<file path="src/rtl/rotor_inverse.sv">
// Purpose : return-path rotor stage; maps a letter back through the inverse of a 26-entry wiring table at the current position.
// Latency : max(delay,1) cycles from an accepted valid to the done pulse; the table build takes 26 cycles after set.
// Backpr. : ready is high only in READY, and valid is ignored while ready is low. A lookup in flight, or a table build, blocks new input.
//
// Ports:
//   clk, reset_n       clock (rising edge), asynchronous active-low reset
//   set                one-cycle pulse; latches wiring/offset/delay and rebuilds the inverse table
//   wiring             forward table, entry i = wiring[8i+7:8i]
//   offset             position step applied per en pulse (values 26..31 fold to 0..5)
//   delay              lookup latency in cycles (0 behaves as 1)
//   en                 advance the rotor position by the latched offset
//   valid, din         lookup request; din is accepted when ready is high
//   dout, done         inverse-mapped letter; done pulses for one cycle when dout updates
//   ready              block can accept a request
//   err                latched wiring is not a permutation
module rotor_inverse #(
   parameter int N = 26,
   parameter int W = 8
) (
   input  logic             clk,
   input  logic             reset_n,
   input  logic             set,
   input  logic [N*W-1:0]   wiring,
   input  logic [4:0]       offset,
   input  logic [31:0]      delay,
   input  logic             en,
   input  logic             valid,
   input  logic [W-1:0]     din,
   output logic [W-1:0]     dout,
   output logic             done,
   output logic             ready,
   output logic             err
);

   localparam int PW = 5;
   localparam logic [W-1:0]  N_W   = W'(N);
   localparam logic [PW-1:0] N_P   = PW'(N);
   localparam logic [PW:0]   N_P1  = (PW+1)'(N);
   localparam logic [PW-1:0] LAST  = PW'(N - 1);

   typedef enum logic [2:0] {
      S_IDLE,
      S_BUILD,
      S_READY,
      S_BUSY,
      S_FAULT
   } state_t;

   state_t state, state_nxt;

   // Latched configuration
   logic [N-1:0][W-1:0] wiring_q;
   logic [31:0]         delay_q;
   logic [PW-1:0]       off_q;

   // Rotor position and build bookkeeping
   logic [PW-1:0]       pos;
   logic [PW-1:0]       bidx;
   logic [N-1:0]        seen;
   logic                bad_q;
   logic [W-1:0]        inv [N];

   // Lookup in flight
   logic [W-1:0]        din_q;
   logic [PW-1:0]       pcap;
   logic [31:0]         cnt;

   // Combinational helpers
   logic [W-1:0]        w_cur;
   logic                entry_bad;
   logic                bad_any;
   logic                build_last;
   logic [31:0]         delay_eff;
   logic                busy_fin;
   logic [PW:0]         step_sum;
   logic [PW-1:0]       pos_step;
   logic [PW-1:0]       off_fold;
   logic [PW:0]         a_sum;
   logic [PW-1:0]       a_idx;
   logic [W-1:0]        inv_a;
   logic [W-1:0]        pc_w;
   logic [W-1:0]        result;

   // Build: an entry is bad if out of the alphabet or already claimed by an earlier entry.
   assign w_cur      = wiring_q[bidx];
   assign entry_bad  = (w_cur >= N_W) || seen[w_cur[PW-1:0]];
   assign bad_any    = bad_q | entry_bad;
   assign build_last = (bidx == LAST);

   assign delay_eff  = (delay_q == 32'd0) ? 32'd1 : delay_q;
   assign busy_fin   = (cnt >= delay_eff);

   // pos and off are both below N, so one conditional subtract keeps the sum in range.
   assign step_sum   = {1'b0, pos} + {1'b0, off_q};
   assign pos_step   = (step_sum >= N_P1) ? PW'(step_sum - N_P1) : step_sum[PW-1:0];
   assign off_fold   = (offset >= N_P) ? (offset - N_P) : offset;

   // Enter the table at (din + pos) mod N, then undo the position shift on the way out.
   assign a_sum      = {1'b0, din_q[PW-1:0]} + {1'b0, pcap};
   assign a_idx      = (a_sum >= N_P1) ? PW'(a_sum - N_P1) : a_sum[PW-1:0];
   assign inv_a      = inv[a_idx];
   assign pc_w       = W'(pcap);

   always_comb begin
      result = '0;
      if (din_q >= N_W) begin
         result = 8'hFF;
      end else if (inv_a >= pc_w) begin
         result = inv_a - pc_w;
      end else begin
         result = inv_a + N_W - pc_w;
      end
   end

   assign ready = (state == S_READY);
   assign err   = (state == S_FAULT);

   // State register
   always_ff @(posedge clk or negedge reset_n) begin
      if (!reset_n) begin
         state <= S_IDLE;
      end else begin
         state <= state_nxt;
      end
   end

   // Next-state logic; set overrides every state, including FAULT.
   always_comb begin
      state_nxt = state;
      if (set) begin
         state_nxt = S_BUILD;
      end else begin
         case (state)
            S_IDLE:  state_nxt = S_IDLE;
            S_BUILD: begin
               if (build_last) begin
                  state_nxt = bad_any ? S_FAULT : S_READY;
               end
            end
            S_READY: begin
               if (valid) begin
                  state_nxt = S_BUSY;
               end
            end
            S_BUSY: begin
               if (busy_fin) begin
                  state_nxt = S_READY;
               end
            end
            S_FAULT: state_nxt = S_FAULT;
            default: state_nxt = S_IDLE;
         endcase
      end
   end

   // Datapath
   always_ff @(posedge clk or negedge reset_n) begin
      if (!reset_n) begin
         wiring_q <= '0;
         delay_q  <= '0;
         off_q    <= '0;
         pos      <= '0;
         bidx     <= '0;
         seen     <= '0;
         bad_q    <= 1'b0;
         din_q    <= '0;
         pcap     <= '0;
         cnt      <= '0;
         dout     <= '0;
         done     <= 1'b0;
         for (int k = 0; k < N; k++) begin
            inv[k] <= '0;
         end
      end else begin
         done <= 1'b0;
         if (set) begin
            // Any lookup in flight is dropped here; its done never fires.
            wiring_q <= wiring;
            delay_q  <= delay;
            off_q    <= off_fold;
            pos      <= '0;
            bidx     <= '0;
            seen     <= '0;
            bad_q    <= 1'b0;
            cnt      <= '0;
         end else begin
            case (state)
               S_BUILD: begin
                  if (w_cur < N_W) begin
                     inv[w_cur[PW-1:0]]  <= W'(bidx);
                     seen[w_cur[PW-1:0]] <= 1'b1;
                  end
                  bad_q <= bad_any;
                  bidx  <= bidx + PW'(1);
               end
               S_READY: begin
                  if (valid) begin
                     // Capture the pre-step position, even if en steps it at this same edge.
                     din_q <= din;
                     pcap  <= pos;
                     cnt   <= 32'd1;
                  end
               end
               S_BUSY: begin
                  if (busy_fin) begin
                     dout <= result;
                     done <= 1'b1;
                  end else begin
                     cnt <= cnt + 32'd1;
                  end
               end
               default: ;
            endcase
            if (en && (state == S_READY || state == S_BUSY)) begin
               pos <= pos_step;
            end
         end
      end
   end

endmodule

</file>
<file path="config.mk">
export PLATFORM = sky130hd
export DESIGN_NAME = rotor_inverse
export DESIGN_NICKNAME = d
export VERILOG_FILES = /design/src/rtl/rotor_inverse.sv
export SDC_FILE = /design/constraint.sdc
export NUM_CORES = 1
export LEC_CHECK = 0
export BUFFER_PORTS_ARGS = -buffer_cell sky130_fd_sc_hd__buf_2
export CAP_MARGIN = 10
export CORE_MARGIN = 4
export CORE_UTILIZATION = 38
export DETAILED_ROUTE_END_ITERATION = 16
export GPL_ROUTABILITY_DRIVEN = 0
export SETUP_SLACK_MARGIN = 0.05
export SYNTH_ARGS = -nofsm -noshare
export SYNTH_HDL_FRONTEND = slang
export SYNTH_SLANG_ARGS = --single-unit
export TNS_END_PERCENT = 100
</file>
<file path="constraint.sdc">
create_clock -name clk -period 13 [get_ports clk]
set_clock_uncertainty 0.1 [all_clocks]
set_input_delay 1.3 -clock clk [delete_from_list [all_inputs] [get_ports clk]]
set_output_delay 1.3 -clock clk [all_outputs]
set_load 0.005 [all_outputs]
</file>
==> results of run 1 <==
==> final timing paths <==
| check | slack, ns | startpoint | endpoint |
|---|---|---|---|
| min in group asynchronous | 0.68 | reset_n | din_q[5] |
| hold / removal | 0.39 | seen[16] | seen[16] |
| setup reg to reg | 6.45 | pcap[0] | dout[5] |
| max in group asynchronous | 9.72 | reset_n | bidx[0] |
| setup / recovery | 6.45 | pcap[0] | dout[5] |
| hold reg to reg | 0.39 | seen[16] | seen[16] |
==> power breakdown <==
part	internal (mW)	switching (mW)	total, mW
combinational	0.216	0.247	0.463
clock	0.919	0.614	1.53
sequential	1.56	0.0617	1.63
total	2.70	0.923	3.62
==> flip-flops by register name, indices dropped and copies added (netlist names), 8 cells and up <==
name      flops
din_q         8
seen         26
cnt          32
delay_q      32
wiring_q    208
inv         130
dout          8
==> cell families after synthesis <==
family	Yosys count	share of synthesized area
multiplexers	480	0.249
flip-flops	469	0.505
buffers and inverters	167	0.0310
XOR/XNOR	37	0.0139
AO/OA/AOI/OAI	293	0.0849
AND/OR/NAND/NOR	350	0.0782
adder cells (fa/ha/maj)	67	0.0380
==> Yosys cell counts (8+ instances only) <==
master | instances | area (µm²)
a31oi_1 | 10 | 62.6
mux2i_1 | 73 | 731
nor2_1 | 104 | 390
or3_1 | 9 | 56.3
nor3_1 | 20 | 100
mux2_2 | 361 | 4070
a211oi_1 | 10 | 75.1
clkbuf_1 | 77 | 289
dfrtp_1 | 469 | 11700
a221oi_1 | 10 | 87.6
nand2_1 | 92 | 345
inv_1 | 68 | 255
mux4_2 | 34 | 766
a22oi_1 | 8 | 60.1
buf_2 | 8 | 40.0
nand4_1 | 13 | 81.3
and3_1 | 13 | 81.3
a21o_1 | 27 | 203
xnor2_1 | 17 | 149
o21ai_0 | 81 | 405
o211ai_1 | 15 | 113
nand3_1 | 18 | 90.1
nor4_1 | 12 | 75.1
ha_1 | 61 | 763
o21a_1 | 10 | 75.1
nor2_4 | 26 | 293
a21oi_1 | 47 | 235
xor2_1 | 20 | 175
==> through the flow <==
step	worst slack, ns	total power, mW	cell area (µm²)	std cells	hold slack [ns]
finish	6.45	3.62	27200	2937	0.392
global route	6.01	3.79	27200	2935	0.404
CTS	6.47	3.67	27200	2930	0.393
detailed placement	6.49	2.12	25300	2836	0.379
global placement	6.74	2.10	25300	2836	0.372
floorplan	7.66	1.95	23300	1863	0.351
==> cell usage in the layout (no fill, tap or decap), types with 15 or more instances in the layout <==
master     synthesis  routed
a21oi_1           47      47
clkbuf_16          0      51
o211ai_1          15      15
mux4_2            34      34
clkbuf_8           0      17
ha_1              61      61
buf_2              8     266
nand2_1           92      92
a21o_1            27      27
dfrtp_1          469     465
xor2_1            20      20
o21ai_0           81      81
mux2i_1           73      73
mux2_2           361     361
nand3_1           18      18
buf_4              3      20
nor2_1           104     104
xnor2_1           17      17
nor3_1            20      20
nor2_4            26      26
inv_1             68      68
==> routing by layer <==
layer	up-vias	routed length, µm	track usage
li1	7261	-	-
met1	8076	26400	0.240
met2	315	30000	0.309
met5	-	79	0
met3	90	2880	0.0402
met4	12	1260	0.0446
==> final cells by class <==
| cell class | count | area [µm²] | share of cell area |
|---|---|---|---|
| clock inverters | 22 | 285 | 0.0105 |
| repair buffers | 291 | 1560 | 0.0573 |
| inverters | 68 | 255 | 0.00939 |
| flip-flops and latches | 469 | 11700 | 0.432 |
| well taps | 782 | 978 | 0.0360 |
| multi-input cells | 1227 | 10800 | 0.398 |
| clock buffers | 72 | 1530 | 0.0561 |
| diodes | 6 | 15.0 | 0.000552 |
==> impl_metrics.yaml, run 1 <==
placed_design:
  post-dp-hpwl_um: 43200
  io_buffers: 268
worst_hold_path:
  hold_depth: 1
  worstHoldPathType: "reg2reg"
route:
  routedWlPerCell_um: 20.6
  drtIter0Drc: 1074
  postRouteAntennaNets: 0
  dr.pass1.iters: 5
  post-route-drc-count: 0
  route.vias.total: 15800
  wirelength_um: 60600
  viasPerCell: 5.36
worst_setup_path:
  worstPathRequired_ns: 13.38
  crit_type: "reg2reg"
  start_kind: "flip-flop"
  reg2reg_depth: 25
  crit_fanout: 48
  cp_top_family: "compound AO/OA/AOI/OAI gates"
  critPathMaxStageDelay_ns: 0.59
  critPathArrivalTime_ns: 6.93
  slowest_stage: "buf_4"
  worst-path-buf-inv: 4
  end_kind: "flip-flop"
  cp_num_cells: 25
sta:
  report.final.slew_viol_count: 0
  slew_headroom: 0.289
  rsz0062_at_grt: "false"
  tightest_slew_ns: 1.07
  timing.final.crit_period_ns: 6.55
  setup_viol: 0
  fmax_ghz: 0.153
  fin_crit_sh: 0.503
  setup_tns_ns: 0
  hold_violations: 0
floorplanning:
  fp-row-count: 90
  die_w_um: 255
  core_mm2: 0.0605
  die_area_mm2: 0.0652
  fp.dieH_um: 255
  start_util: 0.385
  io_pins: 269
global_routing:
  grt_max_degree: 182
  grt_pass1_vias: 16700
  grt_overflow: 0
  antenna_found_initial: 12
  grt_pass1_wl_um: 95900
  grt_use_total: 0.183
cts:
  cts.sinks: 469
  ctsHoldBuffers: 0
  h-tree-depth: 2
  cts_max_path_buffers: 3
  cts_tree: "built"
  cts-root-buf: "clkbuf_16"
  cts_setup_buffers: 0
  path_clk_slew_ns: 0.06
  cts_made_buffers: 51
  ctsResizeCount: 0
  clock_latency_ns: 0.61
run:
  drv_cap: 0
pwr:
  cellPowerDensity_mw_per_mm2: 133
  peakVddDrop_mv: 0.0978
  power.leakage_nw: 12.7
synthesis:
  ys_seq_area_frac: 0.505
  syn_avg_cell_area_um2: 12.5
  ys_types: 80
  synth_edf_count: 0
  ys_seq_elements: 469
  synthArstFlopShare: 1.00
  synth_area_mm2: 0.0233
  ys_warn_count: 0
  syn_inst: 1863
  syn_nets: 2188
  yosys_most_used_dff: "dfrtp_1"
cells_and_area:
  fill_cells: 5478
  layout-drive-gt1-share: 0.384
  syn_to_final_growth_pct: 16.8
  finish.utilization: 0.449
  nets: 2433
status:
  status: "completed"
Note: power is estimated with default switching activity, not from simulation.
==> run 2, diff against run 1 <==
==> constraint.sdc (replaced) <==
create_clock -name clk -period 5.7 [get_ports clk]
set_clock_uncertainty 0.1 [all_clocks]
set_input_delay 0.57 -clock clk [delete_from_list [all_inputs] [get_ports clk]]
set_output_delay 0.57 -clock clk [all_outputs]
set_load 0.005 [all_outputs]
==> run 2 against run 1 <==
Core utilization is 0.84 points higher. Sequential share of layout area is 0.80 points lower. Routed wire length rose by 1.3%. Setup slack lost 6.1 ns. Clock power increased by 140%. Hold slack lost 0.32 ns. First-iteration DRC count shrank 4.7%. Non-clock buffer count is 23 higher. Power grew 140%. Largest power group is now the clock network. Cell count grew 0.78%. Flip-flop and latch count unchanged.
==> impl_metrics.yaml, run 2 (synthesis gave the netlist of run 1 again) <==
cells_and_area:
  syn_to_final_growth_pct: 19.0
  final_cell_mix: "466 x dfrtp_1, 361 x mux2_2, 266 x buf_2, 103 x nor2_1, 92 x nand2_1"
  layout-drive-gt1-share: 0.400
  regMostFlops: "wiring_q"
  fill_cells: 5458
  mostFrequentLayoutCell: "dfrtp_1"
  nets: 2458
  finish.utilization: 0.458
  largest_register_ffs: 208
  top_regs: "wiring_q x208, inv x130"
  layout.cells.non_filler: 2960
placed_design:
  io_buffers: 268
  post-dp-hpwl_um: 43900
  dp_cells: 2849
global_routing:
  antenna_found_initial: 11
  grt_use_total: 0.184
  grt_pass1_vias: 17100
  grt_max_degree: 189
  grt_overflow: 0
  grt_pass1_wl_um: 96300
floorplanning:
  start_util: 0.385
  fp-row-count: 90
  fp.dieH_um: 255
  die_w_um: 255
  die_area_mm2: 0.0652
  io_pins: 269
  core_mm2: 0.0605
pwr:
  peakVddDrop_mv: 0.232
  cellPowerDensity_mw_per_mm2: 308
  power.leakage_nw: 12.9
  power.total_mw: 8.54
sta:
  fin_crit_sh: 0.946
  setup_tns_ns: 0
  timing.final.crit_period_ns: 5.39
  setup_viol: 0
  rsz0062_at_grt: "false"
  slew_headroom: 0.297
  hold_violations: 0
  fmax_ghz: 0.185
  report.final.slew_viol_count: 0
  tightest_slew_ns: 1.05
route:
  post-route-drc-count: 0
  routedWlPerCell_um: 20.7
  drtIter0Drc: 1024
  route.vias.total: 15900
  viasPerCell: 5.38
  dr.pass1.iters: 7
  postRouteAntennaNets: 0
  wirelength_um: 61400
cts:
  clock_latency_ns: 0.62
  cts_max_path_buffers: 3
  cts_made_buffers: 52
  h-tree-depth: 2
  cts_tree: "built"
  cts.sinks: 469
  path_clk_slew_ns: 0.06
  cts-root-buf: "clkbuf_16"
worst_setup_path:
  r2r-start: "din_q[0]"
  end_kind: "flip-flop"
  start_kind: "flip-flop"
  crit_fanout: 8
  r2r-end: "dout[5]"
  worstPathRequired_ns: 6.08
  critPathArrivalTime_ns: 5.77
  reg2reg_depth: 25
  critPathMaxStageDelay_ns: 0.42
  r2r_slack_ns: 0.31
  slowest_stage: "fa_2"
  crit_type: "reg2reg"
worst_hold_path:
  worstHoldPathType: "in2reg"
  hold_depth: 3
  hp-start: "delay[9]"
  whs_endpoint: "delay_q[9]"
run:
  drv_cap: 0
status:
  status: "completed"
run 2: changes by cell type in the layout (fill, tap and decap cells not counted), moves of 4 or more:
cell / change
a31oi_1: -4
buf_4: +19
bufinv_16: +5
clkbuf_8: -6
run 2: cell type report:
type / count / area (µm²) / share of cell area
antenna: 3 / 7.51 / 0.000271
sequential: 469 / 11700 / 0.424
inverter: 68 / 255 / 0.00922
multi-input combinational: 1228 / 11000 / 0.397
clock inverter: 29 / 477 / 0.0172
tap: 782 / 978 / 0.0353
clock buffer: 67 / 1470 / 0.0530
timing repair buffer: 314 / 1780 / 0.0643
run 2: how the worst max path moves through the flow:
stage	start	to	slack (ns)	cells after the start
detailed placement	din_q[0]	dout[5]	-0.12	25
global route	din_q[0]	dout[5]	0.002	22
finish	din_q[0]	dout[5]	0.31	25
global placement	din_q[0]	dout[5]	0.12	25
floorplan	pcap[0]	dout[5]	0.36	23
CTS	din_q[0]	dout[5]	0.11	23
run 2: critical path, delay by kind of cell, from the launching register on:
kind / cells / cell delay [ns]
buffers and inverters: 4 / 0.46
xor gates and xnor gates: 1 / 0.20
DFF: 1 / 0.38
and+or+nand+nor: 3 / 0.40
muxes: 1 / 0.26
adders and majority gates: 5 / 1.65
AOI/OAI and AO/OA: 11 / 1.79
run 2: where the power goes:
group / switching, mW / internal, mW
Sequential: 0.154 / 3.57
Clock: 1.44 / 2.29
Combinational: 0.566 / 0.517
run 2: repair_timing:
item / 4_1_cts / 5_1_grt
setup endpoints to repair: 1 / 7
hold buffers: 1 / 0
resized for setup: 2 / 27
hold endpoints to repair: 98 / 0
gates cloned: 0 / 1
setup buffers: 0 / 10
pin swaps: 0 / 3
run 2: metrics by stage:
step	setup WS, ns	instance area [µm²]	hold slack, ns
2_1_floorplan	0.361	23300	0.174
3_3_place_gp	0.116	25500	0.372
3_5_place_dp	-0.121	25500	0.375
4_1_cts	0.107	27400	0.0359
5_1_grt	0.00166	27700	0.0447
6_report	0.308	27700	0.0742
run 2: routing by layer:
metal  global-route usage  wire length [µm]
met1                0.236             26300
met4               0.0526              1650
met2                0.312             30200
met3               0.0424              3090
met5                    0               112
==> run 3, diff against run 2 <==
--- a/config.mk
+++ b/config.mk
@@ -5,10 +5,11 @@
 export SDC_FILE = /design/constraint.sdc
 export NUM_CORES = 1
 export LEC_CHECK = 0
+export ABC_AREA = 1
 export BUFFER_PORTS_ARGS = -buffer_cell sky130_fd_sc_hd__buf_2
 export CAP_MARGIN = 10
 export CORE_MARGIN = 4
-export CORE_UTILIZATION = 38
+export CORE_UTILIZATION = 33
 export DETAILED_ROUTE_END_ITERATION = 16
 export GPL_ROUTABILITY_DRIVEN = 0
 export SETUP_SLACK_MARGIN = 0.05
==> run 3 against run 2 <==
Count of clock-buffer cells in the layout increased by 8. Hold slack got worse by 0.020 ns. Critical path depth increased by 3. Power increased by 25%. Setup slack improved by 0.23 ns. Cell area increased by 1.1%. Fmax increased by 4.4%.
==> impl_metrics.yaml, run 3 <==
cells_and_area:
  syn_to_final_growth_pct: 16.9
  final_cell_mix: "905 x nand2_1, 467 x dfrtp_1, 316 x o21ai_0, 306 x inv_1, 266 x buf_2"
  nets: 3532
  top_regs: "wiring_q x208, inv x130"
  layout-drive-gt1-share: 0.144
  regMostFlops: "wiring_q"
  mostFrequentLayoutCell: "nand2_1"
  largest_register_ffs: 208
  diodes: 0
worst_setup_path:
  crit_fanout: 14
  crit_type: "reg2reg"
  slowest_stage: "dfrtp_1"
  r2r_slack_ns: 0.53
  critPathArrivalTime_ns: 5.60
  start_kind: "flip-flop"
  end_kind: "flip-flop"
  worstPathRequired_ns: 6.13
  critPathMaxStageDelay_ns: 0.43
synthesis:
  ys_seq_area_frac: 0.490
  synthTopCellsByArea: "dfrtp_1 49%, nand2_1 14%, o21ai_0 6.6%"
  syn_avg_cell_area_um2: 7.94
  syn_inst: 3013
  ys_seq_elements: 469
  synth.most_common_cell: "nand2_1"
  synth_edf_count: 0
  ys_warn_count: 0
  synth_top_area_share: 0.490
  synth_top_cell_by_area: "dfrtp_1"
  synth_common_cells: "907 x nand2_1, 469 x dfrtp_1, 316 x o21ai_0"
  synth_area_mm2: 0.0239
  syn_nets: 3338
  yosys_most_used_dff: "dfrtp_1"
  ys_types: 53
  synthArstFlopShare: 1.00
worst_hold_path:
  worstHoldPathType: "in2reg"
pwr:
  peakVddDrop_mv: 0.264
  cellPowerDensity_mw_per_mm2: 382
  power.total_mw: 10.7
  pwr-share-clk: 0.351
  internal_power_mw: 6.85
  switchingPower_mw: 3.84
  pwr-share-comb: 0.295
  p_seq_frac: 0.354
  power.leakage_nw: 13.6
  switching_share: 0.360
cts:
  h-tree-depth: 2
  cts_tree: "built"
  cts_made_buffers: 55
  clock_latency_ns: 0.62
  path_clk_slew_ns: 0.06
  cts-root-buf: "clkbuf_16"
  cts.sinks: 469
  cts_max_path_buffers: 3
route:
  wirelength_um: 71800
  dr.pass1.iters: 5
  post-route-drc-count: 0
  drtIter0Drc: 1237
  postRouteAntennaNets: 0
  routedWlPerCell_um: 17.1
  viasPerCell: 4.83
  route.vias.total: 20300
global_routing:
  grt_use_total: 0.183
  grt_pass1_vias: 20400
  grt_pass1_wl_um: 114000
  grt_overflow: 0
  antenna_found_initial: 0
  grt_max_degree: 232
sta:
  slew_headroom: 0.225
  hold_violations: 0
  setup_viol: 0
  timing.final.crit_period_ns: 5.17
  fmax_ghz: 0.194
  report.final.slew_viol_count: 0
  setup_tns_ns: 0
  tightest_slew_ns: 1.15
  fin_crit_sh: 0.906
  rsz0062_at_grt: "false"
placed_design:
  io_buffers: 268
  post-dp-hpwl_um: 50400
floorplanning:
  fp.dieH_um: 277
  start_util: 0.334
  io_pins: 269
  fp-row-count: 98
  core_mm2: 0.0717
  die_w_um: 277
  die_area_mm2: 0.0769
status:
  status: "completed"
run:
  drv_cap: 0
[run 3: cell types whose count changed in the layout (fill, tap and decap cells not counted), sizes merged, moves of 39 or more]
cell | previous run | this run
a21oi | 48 | 102
inv | 70 | 313
mux2 | 366 | 5
mux4 | 41 | 0
nand3 | 18 | 147
o211ai | 15 | 57
nand2 | 94 | 911
o21ai | 84 | 430
nor2 | 131 | 170
mux2i | 73 | 16
[run 3: worst max-delay path, delay by kind of cell, from the launching register on]
kind / cells / cell delay (ns)
AO/OA/AOI/OAI: 4 / 0.62
XOR/XNOR: 2 / 0.30
adder cells (fa/ha/maj): 5 / 1.51
buffers and inverters: 8 / 1.07
flip-flops: 1 / 0.43
AND/OR/NAND/NOR: 9 / 1.07
[run 3: metal layers]
metal / track usage / vias to the layer above / part of all wire
li1: - / 10100 / -
met1: 0.260 / 9578 / 0.47
met2: 0.296 / 514 / 0.46
met3: 0.0290 / 90 / 0.053
met4: 0.0421 / 0 / 0.020
met5: 0 / - / 0
[run 3: layout make-up]
cell class                 count  area (µm²)
clock inverter                29         397
timing repair buffer         302        1670
sequential                   469       11700
inverter                     317        1200
fill                        7417       43800
tap                          950        1190
clock buffer                  75        1550
timing repair inverter         1        7.51
multi-input combinational   2061       10200
[run 3: worst paths after layout]
check,start,to,cells after the start
hold reg to reg,wiring_q[151],wiring_q[151],2
setup reg to reg,pcap[0],dout[6],28
setup / recovery,pcap[0],dout[6],28
min in group asynchronous,reset_n,cnt[6],2
hold / removal,wiring[98],wiring_q[98],3
max in group asynchronous,reset_n,inv[138],3
[run 3: repair_timing]
action / 4_1_cts / 5_1_grt
hold buffers: 1 / 0
endpoints found under the setup margin: 0 / 7
endpoints found under the hold margin: 62 / 0
buffers inserted: 0 / 2
gates resized for setup: 0 / 8
[run 3: power by group through the flow]
stage	Combinational [mW]	Sequential [mW]	Clock, mW
finish	3.15	3.79	3.75
global route	3.54	3.82	4.00
CTS	3.14	3.79	3.87
detailed placement	3.12	3.84	0
global placement	3.11	3.83	0
floorplan	2.20	3.78	0
[run 3: through the flow]
stage          setup WS (ns)  utilization  hold slack [ns]  instance area, µm²  cells
2_1_floorplan          0.975            -            0.174               23900   3013
3_3_place_gp           0.544        0.362            0.348               26000   4096
3_5_place_dp           0.322        0.362            0.353               26000   4096
4_1_cts                0.264        0.389          0.00763               27900   4201
5_1_grt               0.0219        0.390           0.0233               28000   4204
6_report               0.534        0.390           0.0538               28000   4204
[run 3: logic make-up after synthesis]
kind of cell | share of synthesized area
buf+inv | 0.0832
xor+xnor | 0.0132
compound gates | 0.139
fa+ha+maj | 0.0369
mux | 0.00904
flops | 0.490
simple gates | 0.228
